$ cat src/rtl/secded_decoder.sv
// -----------------------------------------------------------------------------
// secded_decoder
//
// Two-stage pipelined SECDED (39,32) Hamming decoder with valid/ready streams
// on both sides. Stage 1 registers the codeword together with its 6-bit
// syndrome and overall parity. Stage 2 registers the corrected data, the
// single/double error flags and the corrected bit position.
//
// Codeword layout (index i, position j = i + 1):
//   Hamming parity p0..p5 at i = 0, 1, 3, 7, 15, 31
//   overall parity at i = 38
//   data[0..31] at i = 2, 4-6, 8-14, 16-30, 32-37 in ascending order
//
// Handshake: a transfer happens on a rising clk edge where valid & ready are
// both 1. A producer holds valid and its payload stable until that edge.
// in_ready is combinational from out_ready; no other input reaches an output
// without passing through a register.
//
// Optional feature macro: SECDED_DEC_ERR_CNT_EN
//   defined   -> saturating corr_cnt / uncorr_cnt counters, cleared by cnt_clr
//   undefined -> counters tied to 0, cnt_clr ignored
//
// Ports:
//   clk         clock, all state on rising edge
//   rst_n       asynchronous active-low reset
//   in_valid    codeword valid
//   in_ready    decoder can accept a codeword
//   enc_data    39-bit codeword
//   out_valid   decoded word valid
//   out_ready   downstream accepts the word
//   data        corrected data (raw extraction on double_err)
//   single_err  one bit corrected in this word
//   double_err  uncorrectable error in this word
//   err_pos     codeword index of the corrected bit, 0 when single_err = 0
//   cnt_clr     synchronous clear of both counters (wins over an increment)
//   corr_cnt    words delivered with single_err (saturating)
//   uncorr_cnt  words delivered with double_err (saturating)
// -----------------------------------------------------------------------------
module secded_decoder #(
    parameter int CNT_W = 16
) (
    input  logic             clk,
    input  logic             rst_n,
    input  logic             in_valid,
    output logic             in_ready,
    input  logic [38:0]      enc_data,
    output logic             out_valid,
    input  logic             out_ready,
    output logic [31:0]      data,
    output logic             single_err,
    output logic             double_err,
    output logic [5:0]       err_pos,
    input  logic             cnt_clr,
    output logic [CNT_W-1:0] corr_cnt,
    output logic [CNT_W-1:0] uncorr_cnt
);

    // Syndrome masks over indices 0..37: bit i is set when (i+1) has bit k set.
    localparam logic [37:0] SYN_M0 = 38'h15_5555_5555;
    localparam logic [37:0] SYN_M1 = 38'h26_6666_6666;
    localparam logic [37:0] SYN_M2 = 38'h38_7878_7878;
    localparam logic [37:0] SYN_M3 = 38'h00_7F80_7F80;
    localparam logic [37:0] SYN_M4 = 38'h00_7FFF_8000;
    localparam logic [37:0] SYN_M5 = 38'h3F_8000_0000;

    // Pull the 32 data bits out of their codeword positions.
    function automatic logic [31:0] extract(input logic [38:0] c);
        return {c[37:32], c[30:16], c[14:8], c[6:4], c[2]};
    endfunction

    // ---------------------------------------------------------------- control
    logic s1_valid;
    logic s2_load;
    logic s1_load;

    assign s2_load  = !out_valid || out_ready;
    assign s1_load  = !s1_valid || s2_load;
    assign in_ready = s1_load;

    // ---------------------------------------------------------------- stage 1
    logic [5:0]  syn;
    logic        ovr;
    logic [38:0] s1_code;
    logic [5:0]  s1_syn;
    logic        s1_ovr;

    always_comb begin
        syn[0] = ^(enc_data[37:0] & SYN_M0);
        syn[1] = ^(enc_data[37:0] & SYN_M1);
        syn[2] = ^(enc_data[37:0] & SYN_M2);
        syn[3] = ^(enc_data[37:0] & SYN_M3);
        syn[4] = ^(enc_data[37:0] & SYN_M4);
        syn[5] = ^(enc_data[37:0] & SYN_M5);
        ovr    = ^enc_data;
    end

    always_ff @(posedge clk or negedge rst_n) begin
        if (!rst_n) begin
            s1_valid <= 1'b0;
            s1_code  <= '0;
            s1_syn   <= '0;
            s1_ovr   <= 1'b0;
        end else if (s1_load) begin
            s1_valid <= in_valid;
            if (in_valid) begin
                s1_code <= enc_data;
                s1_syn  <= syn;
                s1_ovr  <= ovr;
            end
        end
    end

    // ---------------------------------------------------------------- stage 2
    logic [38:0] fixed;
    logic [31:0] dec_data;
    logic        dec_single;
    logic        dec_double;
    logic [5:0]  dec_pos;

    always_comb begin
        fixed      = s1_code;
        dec_single = 1'b0;
        dec_double = 1'b0;
        dec_pos    = '0;
        if (s1_syn == 6'd0) begin
            // Only the overall parity bit can be wrong; data is untouched.
            if (s1_ovr) begin
                dec_single = 1'b1;
                dec_pos    = 6'd38;
            end
        end else if (s1_ovr && (s1_syn <= 6'd38)) begin
            dec_single = 1'b1;
            dec_pos    = s1_syn - 6'd1;
            fixed      = s1_code ^ (39'd1 << (s1_syn - 6'd1));
        end else begin
            // Even overall parity with a nonzero syndrome, or a syndrome that
            // points past the codeword: not correctable, no flip applied.
            dec_double = 1'b1;
        end
        dec_data = extract(fixed);
    end

    always_ff @(posedge clk or negedge rst_n) begin
        if (!rst_n) begin
            out_valid  <= 1'b0;
            data       <= '0;
            single_err <= 1'b0;
            double_err <= 1'b0;
            err_pos    <= '0;
        end else if (s2_load) begin
            out_valid <= s1_valid;
            if (s1_valid) begin
                data       <= dec_data;
                single_err <= dec_single;
                double_err <= dec_double;
                err_pos    <= dec_pos;
            end
        end
    end

    // --------------------------------------------------------------- counters
`ifdef SECDED_DEC_ERR_CNT_EN
    localparam logic [CNT_W-1:0] CNT_MAX = '1;
    localparam logic [CNT_W-1:0] CNT_ONE = {{(CNT_W-1){1'b0}}, 1'b1};

    logic out_fire;
    assign out_fire = out_valid && out_ready;

    always_ff @(posedge clk or negedge rst_n) begin
        if (!rst_n) begin
            corr_cnt   <= '0;
            uncorr_cnt <= '0;
        end else if (cnt_clr) begin
            corr_cnt   <= '0;
            uncorr_cnt <= '0;
        end else if (out_fire) begin
            if (single_err && (corr_cnt != CNT_MAX)) begin
                corr_cnt <= corr_cnt + CNT_ONE;
            end
            if (double_err && (uncorr_cnt != CNT_MAX)) begin
                uncorr_cnt <= uncorr_cnt + CNT_ONE;
            end
        end
    end
`else
    logic unused_cnt_clr;
    assign unused_cnt_clr = cnt_clr;
    assign corr_cnt       = '0;
    assign uncorr_cnt     = '0;
`endif

endmodule

$ cat config.mk
export PLATFORM = sky130hd
export DESIGN_NAME = secded_decoder
export DESIGN_NICKNAME = d
export VERILOG_FILES = /design/src/rtl/secded_decoder.sv
export SDC_FILE = /design/constraint.sdc
export NUM_CORES = 1
export LEC_CHECK = 0
export ABC_AREA = 1
export ABC_CLOCK_PERIOD_IN_PS = 3600
export CAP_MARGIN = 30
export CORE_MARGIN = 2
export CORE_UTILIZATION = 45
export DETAILED_ROUTE_END_ITERATION = 8
export PLACE_DENSITY_LB_ADDON = 0.05
export RECOVER_POWER = 50
export SYNTH_ARGS = -nofsm -noshare
export SYNTH_HDL_FRONTEND = slang
export SYNTH_SLANG_ARGS = --single-unit
$ cat constraint.sdc
create_clock -name clk -period 3.6 [get_ports clk]
set_clock_uncertainty 0.1 [all_clocks]
set_input_delay 0.54 -clock clk [delete_from_list [all_inputs] [get_ports clk]]
set_output_delay 0.54 -clock clk [all_outputs]
set_load 0.02 [all_outputs]
==> results of run 1 <==
## state kept, by name, summed over array words and instances (netlist names)
register	flops
s1_code	32
s1_syn	6
s1_valid	1
s1_ovr	1
single_err	1
data	32
double_err	1
err_pos	6
out_valid	1
## final cells by class
type                       count  area (um2)  share of cell area
multi-input combinational    582        2912              0.4406
clock buffer                  13       270.3             0.04090
tap                          147       183.9             0.02784
inverter                      72       270.3             0.04090
sequential                    81        2027              0.3068
timing repair buffer          89       884.6              0.1339
clock inverter                 2       60.06            0.009089
## power breakdown
part | internal (mW) | switching, mW
Clock | 0.660 | 0.349
Combinational | 0.673 | 1.08
Sequential | 1.15 | 0.174
Total | 2.48 | 1.61
## stage by stage
stage	setup slack, ns	area [um2]	total power, mW	util
finish	0.9276	6608	4.088	0.5547
global route	0.6227	6608	4.370	0.5547
CTS	0.9266	6611	4.127	0.5550
detailed placement	0.9635	6281	3.106	0.5273
global placement	1.021	6261	3.078	0.5256
floorplan	1.671	5560	2.450	-
## cell usage after synthesis, types with 3 or more instances
library cell | n | share of area
nand2_1 | 291 | 0.20
dfrtp_1 | 81 | 0.37
inv_1 | 67 | 0.046
nand3_1 | 57 | 0.052
nor2_1 | 40 | 0.028
o21ai_0 | 37 | 0.034
xnor2_1 | 35 | 0.056
buf_4 | 34 | 0.047
xor2_1 | 33 | 0.053
clkbuf_1 | 15 | 0.010
o21ai_1 | 11 | 0.010
o21bai_2 | 7 | 0.014
o21bai_1 | 6 | 0.0083
buf_2 | 5 | 0.0046
ha_1 | 5 | 0.011
inv_2 | 4 | 0.0028
nand3_2 | 4 | 0.0074
a21oi_1 | 3 | 0.0028
nand4_1 | 3 | 0.0034
or2_2 | 3 | 0.0034
xor2_2 | 3 | 0.0090
## worst max-delay path by stage
stage / from / end / slack, ns
2_1_floorplan: s1_syn[1]$_DFFE_PN0P_ / data[17]$_DFFE_PN0P_ / 1.67
3_3_place_gp: enc_data[30] / s1_syn[3]$_DFFE_PN0P_ / 1.02
3_5_place_dp: enc_data[30] / s1_syn[3]$_DFFE_PN0P_ / 0.96
4_1_cts: s1_syn[0]$_DFFE_PN0P_ / data[16]$_DFFE_PN0P_ / 0.93
5_1_grt: s1_syn[0]$_DFFE_PN0P_ / data[16]$_DFFE_PN0P_ / 0.62
6_report: s1_syn[1]$_DFFE_PN0P_ / data[16]$_DFFE_PN0P_ / 0.93
## cell families after synthesis
kind of cell,Yosys count,synth area share
compound gates,67,0.07378
xor+xnor,71,0.1184
fa+ha+maj,5,0.01149
buf+inv,128,0.1142
flops,81,0.3723
other cells,1,0.0006888
simple gates,407,0.3091
## tightest hold or removal path, delay by kind of cell, from the launching register on
family           cells  cell delay [ns]
DFF                  1             0.34
and+or+nand+nor      2             0.10
## metal layers
metal / track usage / wire, um / up-vias
li1: - / - / 2436
met1: 0.3044 / 6608 / 2136
met2: 0.3516 / 6151 / 102
met3: 0.03401 / 436 / 12
met4: 0.05691 / 172 / 0
met5: 0 / 0 / -
==> flow_summary.ini, run 1 <==
[run_status]
status = finished with violations
violations = capacitance limit, slew limit

[critical_path]
slowest_stage = nand4_1
cp_common_cell = nand2_1
endpoint_kind = flop
r2r_slack_ns = 0.93
required_ns = 3.72
cp_num_cells = 11
cp_num_buf_inv = 3
cp_cell_sequence = inv_1, ha_1, nand3_2, xor2_2, buf_4, inv_2, nand4_1, nor2_1, nand2_1, nand3_1, nand2_1
crit_family = simple AND/OR/NAND/NOR gates
r2r-end = data[16]$_DFFE_PN0P_
worstRegToRegCells = 11
start_kind = flop
r2r_start = s1_syn[1]$_DFFE_PN0P_
crit_arrival_ns = 2.80
worstSetupPathType = reg2reg
crit_path_max_fanout = 12
max_stage_delay_ns = 0.43

[synthesis]
synth_flop_cell = dfrtp_1
syn-cell-area_um2 = 5444
synthArstFlopShare = 1.000
synth_seq_area_share = 0.3723
syn-instance-count = 760
synth-edff-count = 0
yosysUniqueCellTypes = 33
ys_ff_latch = 81
yosys_warnings = 0
avgSynthCellArea_um2 = 7.163

[final_layout]
finalNonFillerCells = 986
syn_to_final_growth_pct = 21.37
layout_commonest_cell = nand2_1
drive_gt1_frac = 0.05244
nNetsFinal = 884
fillers = 1220
layout_common_cells = 291 x nand2_1, 82 x clkdlybuf4s50_1, 81 x dfrtp_1
diodes = 0

[timing]
tns_ns = 0
min_period_ns = 2.672
finalSetupViolations = 0
hold_violations = 0
period_share = 0.7423
whs_ns = 0.3764
worst_pin_slew_ns = 2.214
fmax_mhz = 374.2
drv_slew = 40
max_slew_margin = -0.4761
rsz0062_at_grt = false

[route]
routed_wl_mm = 13.37
detailroute.via_count = 4686
dr.pass1.iters = 4
postRouteAntennaNets = 0
drtIter0Drc = 290
drc_errors = 0
post_drt_wl_per_cell_um = 13.56
via_per_inst = 4.753

[power]
p_leak_nw = 3.296
ir_worst_vdd_uv = 242.0
powerDensity_nw_per_um2 = 618.6

[worst_hold_path]
hold-path-cell-count = 2
min-delay-start = data[23]$_DFFE_PN0P_
hold_path_class = reg2reg
hold_end = data[23]$_DFFE_PN0P_

[clock_tree]
postCtsSetupRepairBufs = 0
clk_latency_ns = 0.34
cts.path.max_buffers = 2
cts_sinks = 81
ctsResizeCount = 0
cts_tree = done
root_buffer = clkbuf_16
clk_pin_slew_ns = 0.06
cts_buffers = 9
hold_buffers = 0
cts_htree_levels = 3

[grt]
grt_pass1_wl_mm = 21.85
antenna_found_initial = 0
gr-usage-all-layers = 0.2171
gr-total-overflow = 0
grt_max_degree = 59
grt_pass1_vias = 4355

[die]
core_area_um2 = 11910
ios = 118
die_w_um = 114.0
die-area_um2 = 12990
dieHeight_um = 114.0
row_count = 40
initial_core_util = 0.4570

[placement]
dp_hpwl_mm = 10.41
port-buffer-count = 84
gp_congestion = 0.8233
placed_cells = 971

[job]
max_cap_violations = 1
No activity file was read; power rests on OpenSTA's default activity.
==> run 2, diff against run 1 <==
--- a/config.mk
+++ b/config.mk
@@ -6,7 +6,7 @@
 export NUM_CORES = 1
 export LEC_CHECK = 0
 export ABC_AREA = 1
-export ABC_CLOCK_PERIOD_IN_PS = 3600
+export ABC_CLOCK_PERIOD_IN_PS = 2600
 export CAP_MARGIN = 30
 export CORE_MARGIN = 2
 export CORE_UTILIZATION = 45
==> constraint.sdc (replaced) <==
create_clock -name clk -period 2.6 [get_ports clk]
set_clock_uncertainty 0.1 [all_clocks]
set_input_delay 0.39 -clock clk [delete_from_list [all_inputs] [get_ports clk]]
set_output_delay 0.39 -clock clk [all_outputs]
set_load 0.02 [all_outputs]
==> run 2 against run 1 <==
Against the previous run:
- the run now ends clean
- clock power up 28%
- largest power group unchanged
- largest cell class unchanged
- sequential cell count stayed put
- critical path depth stayed put
==> flow_summary.ini, run 2 (synthesis results as in run 1) <==
[die]
dieHeight_um = 114.0
ios = 118
initial_core_util = 0.4570
row_count = 40
core_area_um2 = 11910
die_w_um = 114.0
die-area_um2 = 12990

[timing]
drv_slew = 0
min_period_ns = 2.236
fmax_mhz = 447.3
max_slew_margin = 0.3143
finalSetupViolations = 0
tns_ns = 0
hold_violations = 0
period_share = 0.8598
worst_pin_slew_ns = 1.029
rsz0062_at_grt = false

[clock_tree]
cts_sinks = 81
clk_pin_slew_ns = 0.06
cts_htree_levels = 3
cts_tree = done
root_buffer = clkbuf_16
postCtsSetupRepairBufs = 0
cts_buffers = 9
hold_buffers = 1
ctsResizeCount = 0
cts.path.max_buffers = 2
clk_latency_ns = 0.34

[grt]
gr-usage-all-layers = 0.2094
grt_pass1_vias = 4337
grt_max_degree = 59
gr-total-overflow = 0
antenna_found_initial = 0
grt_pass1_wl_mm = 21.18

[placement]
gp_congestion = 0.8626
dp_hpwl_mm = 10.53
placed_cells = 977
port-buffer-count = 84

[job]
max_cap_violations = 0

[final_layout]
nNetsFinal = 891
fillers = 1203
diodes = 0
finalNonFillerCells = 994
reg_top3 = data: 32 flops, s1_code: 32 flops
drive_gt1_frac = 0.06139
layout_commonest_cell = nand2_1
syn_to_final_growth_pct = 21.58
layout_common_cells = 291 x nand2_1, 82 x clkdlybuf4s50_1, 81 x dfrtp_1

[critical_path]
r2r-end = data[29]$_DFFE_PN0P_
crit_arrival_ns = 2.37
worstRegToRegCells = 11
crit_path_max_fanout = 8
required_ns = 2.73
r2r_slack_ns = 0.36
endpoint_kind = flop
r2r_start = s1_syn[0]$_DFFE_PN0P_
worstSetupPathType = reg2reg
start_kind = flop

[route]
detailroute.via_count = 4723
via_per_inst = 4.752
post_drt_wl_per_cell_um = 13.25
drc_errors = 0
routed_wl_mm = 13.17
postRouteAntennaNets = 0
drtIter0Drc = 251
dr.pass1.iters = 4

[power]
ir_worst_vdd_uv = 394.8
p_leak_nw = 3.299
powerDensity_nw_per_um2 = 845.2

[worst_hold_path]
min-delay-start = data[4]$_DFFE_PN0P_
hold-path-cell-count = 2
hold_path_class = reg2reg
hold_end = data[4]$_DFFE_PN0P_

[run_status]
status = completed
## run 2: cell count changes in the layout (fill, tap and decap cells not counted), sizes merged
cell         change
buf              +3
clkinvlp         +3
inv              +2
bufinv           -1
clkbuf           -1
clkinv           +1
dlygate4sd3      +1
## run 2: worst max-delay path by stage
stage                          start                     to  slack (ns)  cells after the start
2_1_floorplan  s1_syn[1]$_DFFE_PN0P_   data[17]$_DFFE_PN0P_        0.67                     11
3_3_place_gp            enc_data[30]  s1_syn[4]$_DFFE_PN0P_        0.22                     12
3_5_place_dp            enc_data[30]  s1_syn[4]$_DFFE_PN0P_        0.19                     12
4_1_cts        s1_syn[0]$_DFFE_PN0P_   data[29]$_DFFE_PN0P_        0.35                     11
5_1_grt        s1_syn[0]$_DFFE_PN0P_   data[26]$_DFFE_PN0P_        0.13                     11
6_report       s1_syn[0]$_DFFE_PN0P_   data[29]$_DFFE_PN0P_        0.36                     11
## run 2: cell type report
type                    count  area [um2]  area share
clock buffers               9       225.2     0.03403
multi-input cells         582        2912      0.4399
clock inverters             7       78.83     0.01191
inverters                  72       270.3     0.04083
well taps                 147       183.9     0.02779
flip-flops and latches     81        2027      0.3062
repair buffers             96       922.1      0.1393
## run 2: worst max-delay path, stage by stage (launching register included)
cell and delay [ns]:
dfrtp_1 0.43, inv_1 0.22, ha_1 0.30, o31ai_1 0.11, nand2_1 0.06, nand2_1 0.12
inv_1 0.13, nand3_1 0.17, nor2_4 0.22, nand3_1 0.10, nand3_1 0.12, nand2_1 0.05
## run 2: stage by stage
stage | total power, mW | cell area (um2) | utilization | setup slack, ns | hold slack (ns)
global placement | 4.309 | 6326 | 0.5311 | 0.2230 | 0.3032
CTS | 5.645 | 6640 | 0.5575 | 0.3461 | 0.3825
floorplan | 3.393 | 5560 | - | 0.6711 | -0.005591
global route | 5.978 | 6619 | 0.5557 | 0.1261 | 0.3957
detailed placement | 4.344 | 6326 | 0.5311 | 0.1923 | 0.3151
finish | 5.594 | 6619 | 0.5557 | 0.3645 | 0.3782
## run 2: report_power, final
| group | total [mW] | internal, mW | switching, mW | leakage, nW |
|---|---|---|---|---|
| Sequential | 1.83 | 1.59 | 0.239 | 1.00 |
| Clock | 1.29 | 0.752 | 0.541 | 0.139 |
| Combinational | 2.47 | 0.971 | 1.50 | 2.16 |
## run 2: metal layers
layer | GRT usage | part of all wire | up-vias
li1 | - | - | 2451
met2 | 0.3329 | 0.44 | 103
met1 | 0.2917 | 0.50 | 2146
met5 | 0 | 0 | -
met3 | 0.02232 | 0.028 | 23
met4 | 0.08780 | 0.029 | 0
==> run 3, diff against run 2 <==
--- a/config.mk
+++ b/config.mk
@@ -7,12 +7,12 @@
 export LEC_CHECK = 0
 export ABC_AREA = 1
 export ABC_CLOCK_PERIOD_IN_PS = 2600
-export CAP_MARGIN = 30
 export CORE_MARGIN = 2
 export CORE_UTILIZATION = 45
 export DETAILED_ROUTE_END_ITERATION = 8
 export PLACE_DENSITY_LB_ADDON = 0.05
 export RECOVER_POWER = 50
+export REMOVE_ABC_BUFFERS = 1
 export SYNTH_ARGS = -nofsm -noshare
 export SYNTH_HDL_FRONTEND = slang
 export SYNTH_SLANG_ARGS = --single-unit
==> run 3 against run 2 <==
Against the previous run:
- clock power hardly changed
- core utilization fell by 0.14 points
- routed wire length is 0.84% lower
- combinational power decreased by 2%
==> flow_summary.ini, run 3 (synthesis results as in run 1) <==
[critical_path]
worstRegToRegCells = 9
cp_num_cells = 9
cp_num_buf_inv = 2
max_stage_delay_ns = 0.42
cp-endpoint = data[30]$_DFFE_PN0P_
crit_arrival_ns = 2.44
cp_cell_sequence = inv_1, ha_1, xor2_1, buf_4, nand3_2, nor2_1, nand3_1, nand3_1, nand2_1
worstSetupPathType = reg2reg
crit_family = simple AND/OR/NAND/NOR gates
crit_path_max_fanout = 7
r2r_slack_ns = 0.28
endpoint_kind = flop
slowest_stage = dfrtp_1
critPathLaunch = s1_syn[1]$_DFFE_PN0P_
required_ns = 2.72
start_kind = flop
r2r_start = s1_syn[1]$_DFFE_PN0P_
r2r-end = data[30]$_DFFE_PN0P_
cp_common_cell = nand3_1

[run_status]
status = completed

[route]
drtIter0Drc = 326
detailroute.via_count = 4798
via_per_inst = 4.832
routed_wl_mm = 13.06
drc_errors = 0
post_drt_wl_per_cell_um = 13.15
dr.pass1.iters = 5
postRouteAntennaNets = 0

[timing]
period_share = 0.8938
min_period_ns = 2.324
whs_ns = 0.3767
drv_slew = 0
hold_violations = 0
setup_ws_ns = 0.2761
rsz0062_at_grt = false
worst_pin_slew_ns = 0.9603
max_slew_margin = 0.3598
finalSetupViolations = 0
fmax_mhz = 430.3

[placement]
placed_cells = 974
dp_hpwl_mm = 10.07
gp_congestion = 0.9242
dp_slack_ns = 0.2356
port-buffer-count = 84
placed_area_um2 = 6304

[final_layout]
reg_top3 = data: 32 flops, s1_code: 32 flops
diodes = 0
utilization = 0.5543
syn_to_final_growth_pct = 21.28
nNetsFinal = 890
layout_common_cells = 291 x nand2_1, 82 x clkdlybuf4s50_1, 81 x dfrtp_1
layout_commonest_cell = nand2_1
final_area_um2 = 6603
fillers = 1198
finalNonFillerCells = 993
drive_gt1_frac = 0.05910

[worst_hold_path]
hold_path_class = reg2reg

[die]
row_count = 40
dieHeight_um = 114.0
initial_core_util = 0.4570
die-area_um2 = 12990
core_area_um2 = 11910
ios = 118
die_w_um = 114.0

[power]
powerDensity_nw_per_um2 = 835.9
p_int_mw = 3.309
power_frac_seq = 0.328
p_sw_mw = 2.210
pwr-share-clk = 0.230
ir_worst_vdd_uv = 313.7
p_leak_nw = 3.297
p_sw_frac = 0.4005
combPwrFrac = 0.441

[clock_tree]
clk_pin_slew_ns = 0.06
clk_latency_ns = 0.33
cts.path.max_buffers = 2
cts_buffers = 9
root_buffer = clkbuf_16
cts_sinks = 81
ctsResizeCount = 0
cts_tree = done
cts_htree_levels = 3

[grt]
gr-total-overflow = 0
gr-usage-all-layers = 0.2078
antenna_found_initial = 0
grt_pass1_wl_mm = 21.47
grt_max_degree = 52
grt_pass1_vias = 4471

[job]
max_cap_violations = 0
-- run 3: cell count changes in the layout (fill, tap and decap cells not counted), sizes merged --
cell,before,now
clkinv,2,3
inv,73,71
clkbuf,13,16
clkinvlp,3,2
buf,8,6
-- run 3: worst min path at each step --
stage | start | end | slack, ns | cells after the start
2_1_floorplan | rst_n | data[0]$_DFFE_PN0P_ | -0.006 | 0
3_3_place_gp | rst_n | data[30]$_DFFE_PN0P_ | 0.30 | 1
3_5_place_dp | rst_n | data[30]$_DFFE_PN0P_ | 0.30 | 1
4_1_cts | data[8]$_DFFE_PN0P_ | data[8]$_DFFE_PN0P_ | 0.38 | 2
5_1_grt | data[8]$_DFFE_PN0P_ | data[8]$_DFFE_PN0P_ | 0.40 | 2
6_report | double_err$_DFFE_PN0P_ | double_err$_DFFE_PN0P_ | 0.38 | 2
-- run 3: tightest hold or removal path, stage by stage (launching register included) --
cell,delay (ns)
dfrtp_1,0.34
nand2_1,0.05
nand2_1,0.05
-- run 3: timing repair --
action,CTS,global route
buffers inserted,0,2
setup endpoints to repair,0,2
hold buffers,1,0
endpoints found under the hold margin,38,0
-- run 3: area by class of cell --
class                           count  area, um2  area share
Clock buffer                       11      242.7     0.03676
Clock inverter                      5      55.05    0.008338
Inverter                           72      270.3     0.04093
Multi-Input combinational cell    582       2912      0.4410
Sequential cell                    81       2027      0.3070
Tap cell                          147      183.9     0.02786
Timing Repair Buffer               95      912.1      0.1381
-- run 3: metal layers --
layer,track usage,vias up,part of all wire
met5,0,-,0
met4,0.06179,0,0.014
met3,0.02657,16,0.040
met2,0.3448,113,0.48
met1,0.2852,2222,0.47
li1,-,2447,-
-- run 3: metrics by stage --
step / TNS, ns / total power [mW]
finish: 0 / 5.519
global route: 0 / 5.896
CTS: 0 / 5.543
detailed placement: 0 / 4.256
global placement: 0 / 4.202
floorplan: -1.703 / 3.295
-- run 3: power by group through the flow --
stage	Sequential, mW	Clock, mW	Combinational, mW
5_1_grt	1.86	1.35	2.69
3_5_place_dp	1.84	0	2.42
4_1_cts	1.82	1.30	2.43
6_report	1.81	1.27	2.43
3_3_place_gp	1.82	0	2.38
2_1_floorplan	2.07	0	1.23
